### src/rtl/tf_addr_gen.sv
`default_nettype none
// ============================================================================
// Module   : tf_addr_gen
// Brief    : Radix-16 NTT/FFT twiddle-ROM address sequencer with valid/last
//            qualifier aligned to the ROM read latency.
// Revision : 1.0
// ============================================================================
module tf_addr_gen #(
  parameter int LOG_N   = 12,
  parameter int ROM_LAT = 2
) (
  input  logic                                           clk,
  input  logic                                           rst,
  input  logic                                           start,
  input  logic                                           en,
  output logic                                           busy,
  output logic                                           done,
  output logic [((LOG_N/4) > 1 ? $clog2(LOG_N/4) : 1)-1:0] stage,
  output logic                                           addr_valid,
  output logic [LOG_N-1:0]                               tf_addr0,
  output logic [LOG_N-1:0]                               tf_addr1,
  output logic [LOG_N-1:0]                               tf_addr2,
  output logic [LOG_N-1:0]                               tf_addr3,
  output logic [LOG_N-1:0]                               tf_addr4,
  output logic [LOG_N-1:0]                               tf_addr5,
  output logic [LOG_N-1:0]                               tf_addr6,
  output logic [LOG_N-1:0]                               tf_addr7,
  output logic [LOG_N-1:0]                               tf_addr8,
  output logic [LOG_N-1:0]                               tf_addr9,
  output logic [LOG_N-1:0]                               tf_addr10,
  output logic [LOG_N-1:0]                               tf_addr11,
  output logic [LOG_N-1:0]                               tf_addr12,
  output logic [LOG_N-1:0]                               tf_addr13,
  output logic [LOG_N-1:0]                               tf_addr14,
  output logic [LOG_N-1:0]                               tf_addr15,
  output logic                                           tf_valid,
  output logic                                           tf_last
);

  localparam int S  = LOG_N / 4;
  localparam int SW = (S > 1) ? $clog2(S) : 1;
  localparam int GW = LOG_N - 4;

  typedef enum logic [1:0] {
    IDLE  = 2'd0,
    RUN   = 2'd1,
    FLUSH = 2'd2,
    DONE  = 2'd3
  } state_t;

  state_t             state_q;
  logic [GW-1:0]      g_q;
  logic [SW-1:0]      s_q;
  logic [SW-1:0]      stage_q;
  logic               busy_q;
  logic               done_q;
  logic               addr_valid_q;
  logic               last_q;
  logic [ROM_LAT-1:0] vpipe_q;
  logic [ROM_LAT-1:0] lpipe_q;
  logic [LOG_N-1:0]   addr_q [16];
  logic [LOG_N-1:0]   addr_d [16];
  logic [LOG_N-1:0]   step_d;
  logic               last_issue_d;

  // Bits shifted past LOG_N are the mod-N reduction of the group step.
  assign step_d       = LOG_N'(g_q) << (4 * s_q);
  assign last_issue_d = (s_q == SW'(S - 1)) && (g_q == '1);

  generate
    for (genvar k = 0; k < 16; k++) begin : g_lane
      assign addr_d[k] = step_d * LOG_N'(k);
    end
  endgenerate

  always_ff @(posedge clk or posedge rst) begin
    if (rst) begin
      state_q      <= IDLE;
      g_q          <= '0;
      s_q          <= '0;
      stage_q      <= '0;
      busy_q       <= 1'b0;
      done_q       <= 1'b0;
      addr_valid_q <= 1'b0;
      last_q       <= 1'b0;
      vpipe_q      <= '0;
      lpipe_q      <= '0;
      for (int k = 0; k < 16; k++) addr_q[k] <= '0;
    end else begin
      addr_valid_q <= 1'b0;
      last_q       <= 1'b0;
      done_q       <= 1'b0;

      // The qualifier pipe runs free so stalls propagate as bubbles.
      vpipe_q[0] <= addr_valid_q;
      lpipe_q[0] <= last_q;
      for (int i = 1; i < ROM_LAT; i++) begin
        vpipe_q[i] <= vpipe_q[i-1];
        lpipe_q[i] <= lpipe_q[i-1];
      end

      case (state_q)
        IDLE: begin
          if (start) begin
            state_q <= RUN;
            busy_q  <= 1'b1;
            g_q     <= '0;
            s_q     <= '0;
          end
        end
        RUN: begin
          if (en) begin
            addr_q       <= addr_d;
            addr_valid_q <= 1'b1;
            stage_q      <= s_q;
            last_q       <= last_issue_d;
            g_q          <= g_q + 1'b1;
            if (last_issue_d) begin
              s_q     <= '0;
              state_q <= FLUSH;
            end else if (g_q == '1) begin
              s_q <= s_q + 1'b1;
            end
          end
        end
        FLUSH: begin
          if (lpipe_q[ROM_LAT-1]) begin
            state_q <= DONE;
            done_q  <= 1'b1;
            busy_q  <= 1'b0;
          end
        end
        DONE: begin
          state_q <= IDLE;
        end
        default: state_q <= IDLE;
      endcase
    end
  end

  assign busy       = busy_q;
  assign done       = done_q;
  assign stage      = stage_q;
  assign addr_valid = addr_valid_q;
  assign tf_valid   = vpipe_q[ROM_LAT-1];
  assign tf_last    = lpipe_q[ROM_LAT-1];
  assign tf_addr0   = addr_q[0];
  assign tf_addr1   = addr_q[1];
  assign tf_addr2   = addr_q[2];
  assign tf_addr3   = addr_q[3];
  assign tf_addr4   = addr_q[4];
  assign tf_addr5   = addr_q[5];
  assign tf_addr6   = addr_q[6];
  assign tf_addr7   = addr_q[7];
  assign tf_addr8   = addr_q[8];
  assign tf_addr9   = addr_q[9];
  assign tf_addr10  = addr_q[10];
  assign tf_addr11  = addr_q[11];
  assign tf_addr12  = addr_q[12];
  assign tf_addr13  = addr_q[13];
  assign tf_addr14  = addr_q[14];
  assign tf_addr15  = addr_q[15];

endmodule
`default_nettype wire
### config.mk
export PLATFORM = sky130hd
export DESIGN_NAME = tf_addr_gen
export DESIGN_NICKNAME = d
export VERILOG_FILES = /design/src/rtl/tf_addr_gen.sv
export SDC_FILE = /design/constraint.sdc
export NUM_CORES = 1
export LEC_CHECK = 0
export ABC_CLOCK_PERIOD_IN_PS = 5650
export BUFFER_PORTS_ARGS = -buffer_cell sky130_fd_sc_hd__buf_4
export CELL_PAD_IN_SITES_DETAIL_PLACEMENT = 1
export CELL_PAD_IN_SITES_GLOBAL_PLACEMENT = 1
export CORE_AREA = 2 2 160 224
export DETAILED_ROUTE_END_ITERATION = 8
export DIE_AREA = 0 0 162 226
export GPL_TIMING_DRIVEN = 1
export PLACE_DENSITY_LB_ADDON = 0.1
export SLEW_MARGIN = 5
export SYNTH_ARGS = -nofsm -noshare
export SYNTH_HDL_FRONTEND = slang
export SYNTH_SLANG_ARGS = --single-unit
### constraint.sdc
create_clock -name clk -period 5.65 [get_ports clk]
set_clock_uncertainty 0.1 [all_clocks]
set_input_delay 1.695 -clock clk [delete_from_list [all_inputs] [get_ports clk]]
set_output_delay 1.695 -clock clk [all_outputs]
set_load 0.02 [all_outputs]
==> results.cfg <==
[cells_and_area]
diodes = 0
syn2layout_area_growth_pct = 16.7
fin_nets = 1120
final_util = 0.288
drive_gt1_frac = 0.240

[global_route]
grt_overflow = 0
grt_max_degree = 84
grt_usage = 0.143
grt_pass1_wl_um = 39500
antenna_found_initial = 0
grt_pass1_vias = 6698

[critical_path]
rr_endpoint = tf_addr15[11]$_DFFE_PP0P_
end_kind = flip-flop
crit_type = reg -> reg
r2r-start = s_q[0]$_DFFE_PP0P_
crit_start = s_q[0]$_DFFE_PP0P_
r2r_slack_ps = 1250
required_ps = 5790
ff2ff_path_depth = 10
critPathMaxFanout = 18
critPathLaunchType = flip-flop
worst_ep_arrival_time_ps = 4530

[drt]
dr.first_iter.drc_count = 171
drc = 0
dr_total_vias = 6321
first_pass_iters = 4
drtAntennaViolNets = 0
drt-wirelength-per-cell_um = 17.4
drt_wl_total_um = 25400
vias_per_cell = 4.34

[clock_network]
h-tree-depth = 3
path_clk_slew_ps = 70
cts_setup_buffers = 0
ctsResizeCount = 0
numCtsBuffers = 9
cts.path.max_buffers = 2
cts_root_buf = clkbuf_16
postCtsHoldBufs = 0
clock_latency_ps = 380
cts_sinks = 101
cts_tree = done

[placed_design]
place_congestion = 0.768
dp_hpwl_um = 20400
port_buffers = 179

[yosys]
ys.flop_type = dfrtp_1
synthCells = 921
yosysUniqueCellTypes = 62
netlist_area_mm2 = 0.00855
yosys_warnings = 0
ys_seq_area_frac = 0.296
synth_edf_count = 0
avgSynthCellArea_um2 = 9.28
synth-seq-cells = 101
synth-async-reset-ratio = 1.00

[floorplanning]
fp-row-count = 81
dieArea_mm2 = 0.0366
die_w_um = 162
num_io_pins = 203
initial_core_util = 0.247
coreArea_mm2 = 0.0347
die_h_um = 226

[hold_path]
hold_depth = 0
min_path_type = reg -> reg
hold_end = lpipe_q[1]$_DFF_PP0_
hp-start = lpipe_q[0]$_DFF_PP0_

[timing]
tns_ps = 0
finalCriticalPeriod_ps = 4400
final_hold_viol_count = 0
period_share = 0.778
setup_viol = 0
finalMaxSlewViolations = 0
worst_pin_slew_ps = 759
rsz0062_at_grt = no
max_freq_ghz = 0.227
slew_headroom = 0.494

[power_and_ir_drop]
powerDensity_mw_per_mm2 = 648
switchingPower_mw = 3.20
peakVddDrop_mv = 0.206
power_frac_comb = 0.706
pwr-share-seq = 0.179
leakage_nw = 5.04
p_int_mw = 3.26
clkPwrFrac = 0.115
p_sw_frac = 0.495

[run]
cap_viol_max_count = 0

[status]
status = completed
cells in the mapped netlist (14+ instances only):
library cell  count  area (µm²)
buf_4           113         848
dfrtp_1         101        2530
nand2_1          97         364
o21ai_0          83         415
ha_1             81        1010
inv_1            67         251
xnor2_1          44         385
nor2_1           39         146
fa_1             38         761
a21oi_1          27         135
xor2_1           27         236
clkbuf_1         19        71.3
a21o_1           15         113
mux2_2           14         158
worst max-delay path, cell delays in order, from the launching register on:
cell and delay, ps:
dfrtp_1 740, mux2i_1 140, or2_2 390, inv_1 580
fa_1 580, fa_1 500, ha_1 280, a2111o_1 460
o31ai_1 250, xnor2_1 150, o21ai_1 70
power by group through the flow:
stage	registers [mW]	clock network, mW	logic, mW
2_1_floorplan	1.32	0	3.11
3_3_place_gp	1.17	0	4.70
3_5_place_dp	1.18	0	4.68
4_1_cts	1.17	0.779	4.72
5_1_grt	1.20	0.804	5.13
6_report	1.16	0.746	4.56
routing by layer:
metal	global-route usage	wire length, µm	share of wire
met2	0.254	12800	0.50
met3	0.0176	788	0.031
met1	0.176	11200	0.44
met5	0	0	0
met4	0.0560	587	0.023
cell families after synthesis:
group           synth area share
fa+ha+maj                  0.208
buf+inv                    0.147
compound gates             0.141
simple gates               0.109
other cells             0.000439
flops                      0.296
xor+xnor                  0.0727
mux                       0.0268
cells in the final DEF, fill, tap and decap left out, drive strengths merged, types with 4 or more instances in the layout:
| master | netlist | final |
|---|---|---|
| a211oi | 5 | 5 |
| a21o | 16 | 16 |
| a21oi | 28 | 28 |
| a22o | 4 | 4 |
| a31oi | 8 | 8 |
| and2 | 9 | 9 |
| and3 | 9 | 9 |
| buf | 125 | 187 |
| clkbuf | 19 | 10 |
| conb | 1 | 23 |
| dfrtp | 101 | 101 |
| fa | 38 | 38 |
| ha | 81 | 81 |
| inv | 69 | 69 |
| mux2 | 15 | 15 |
| mux2i | 6 | 6 |
| nand2 | 97 | 97 |
| nand2b | 7 | 7 |
| nand3 | 8 | 8 |
| nor2 | 39 | 39 |
| nor2b | 7 | 7 |
| nor3 | 8 | 8 |
| o21a | 4 | 4 |
| o21ai | 94 | 94 |
| o21bai | 7 | 7 |
| o22ai | 6 | 6 |
| o31ai | 7 | 7 |
| or2 | 9 | 9 |
| xnor2 | 44 | 44 |
| xor2 | 27 | 27 |
area by class of cell:
cell class,instances,area (µm²)
clock inverter,6,111
tap,456,571
fill,4030,24700
inverter,69,262
sequential,101,2530
timing repair buffer,187,1420
multi-input combinational,629,4860
clock buffer,10,229
registers in the layout, summed over array words and instances, names as in the netlist, 8 cells and up:
register	count
tf_addr9	9
tf_addr15	9
tf_addr3	11
tf_addr11	9
tf_addr1	12
tf_addr7	10
g_q	8
tf_addr13	9
tf_addr5	10
metrics by stage:
stage | power [mW] | hold WS (ps) | worst slack [ps] | cells | cell area, µm²
2_1_floorplan | 4.43 | 231 | 1210 | 943 | 8630
3_3_place_gp | 5.87 | 239 | 1310 | 1442 | 9630
3_5_place_dp | 5.86 | 239 | 1220 | 1442 | 9630
4_1_cts | 6.66 | 256 | 1230 | 1458 | 9970
5_1_grt | 7.14 | 265 | 965 | 1458 | 9970
6_report | 6.46 | 256 | 1250 | 1458 | 9970
how the worst max path moves through the flow:
stage,to,depth (start not counted)
5_1_grt,tf_addr11[11]$_DFFE_PP0P_,14
3_3_place_gp,tf_addr15[11]$_DFFE_PP0P_,10
2_1_floorplan,addr_valid$_DFF_PP0_,1
6_report,tf_addr15[11]$_DFFE_PP0P_,10
3_5_place_dp,tf_addr15[11]$_DFFE_PP0P_,10
4_1_cts,tf_addr15[11]$_DFFE_PP0P_,10
No activity file was read; power rests on OpenSTA's default activity.
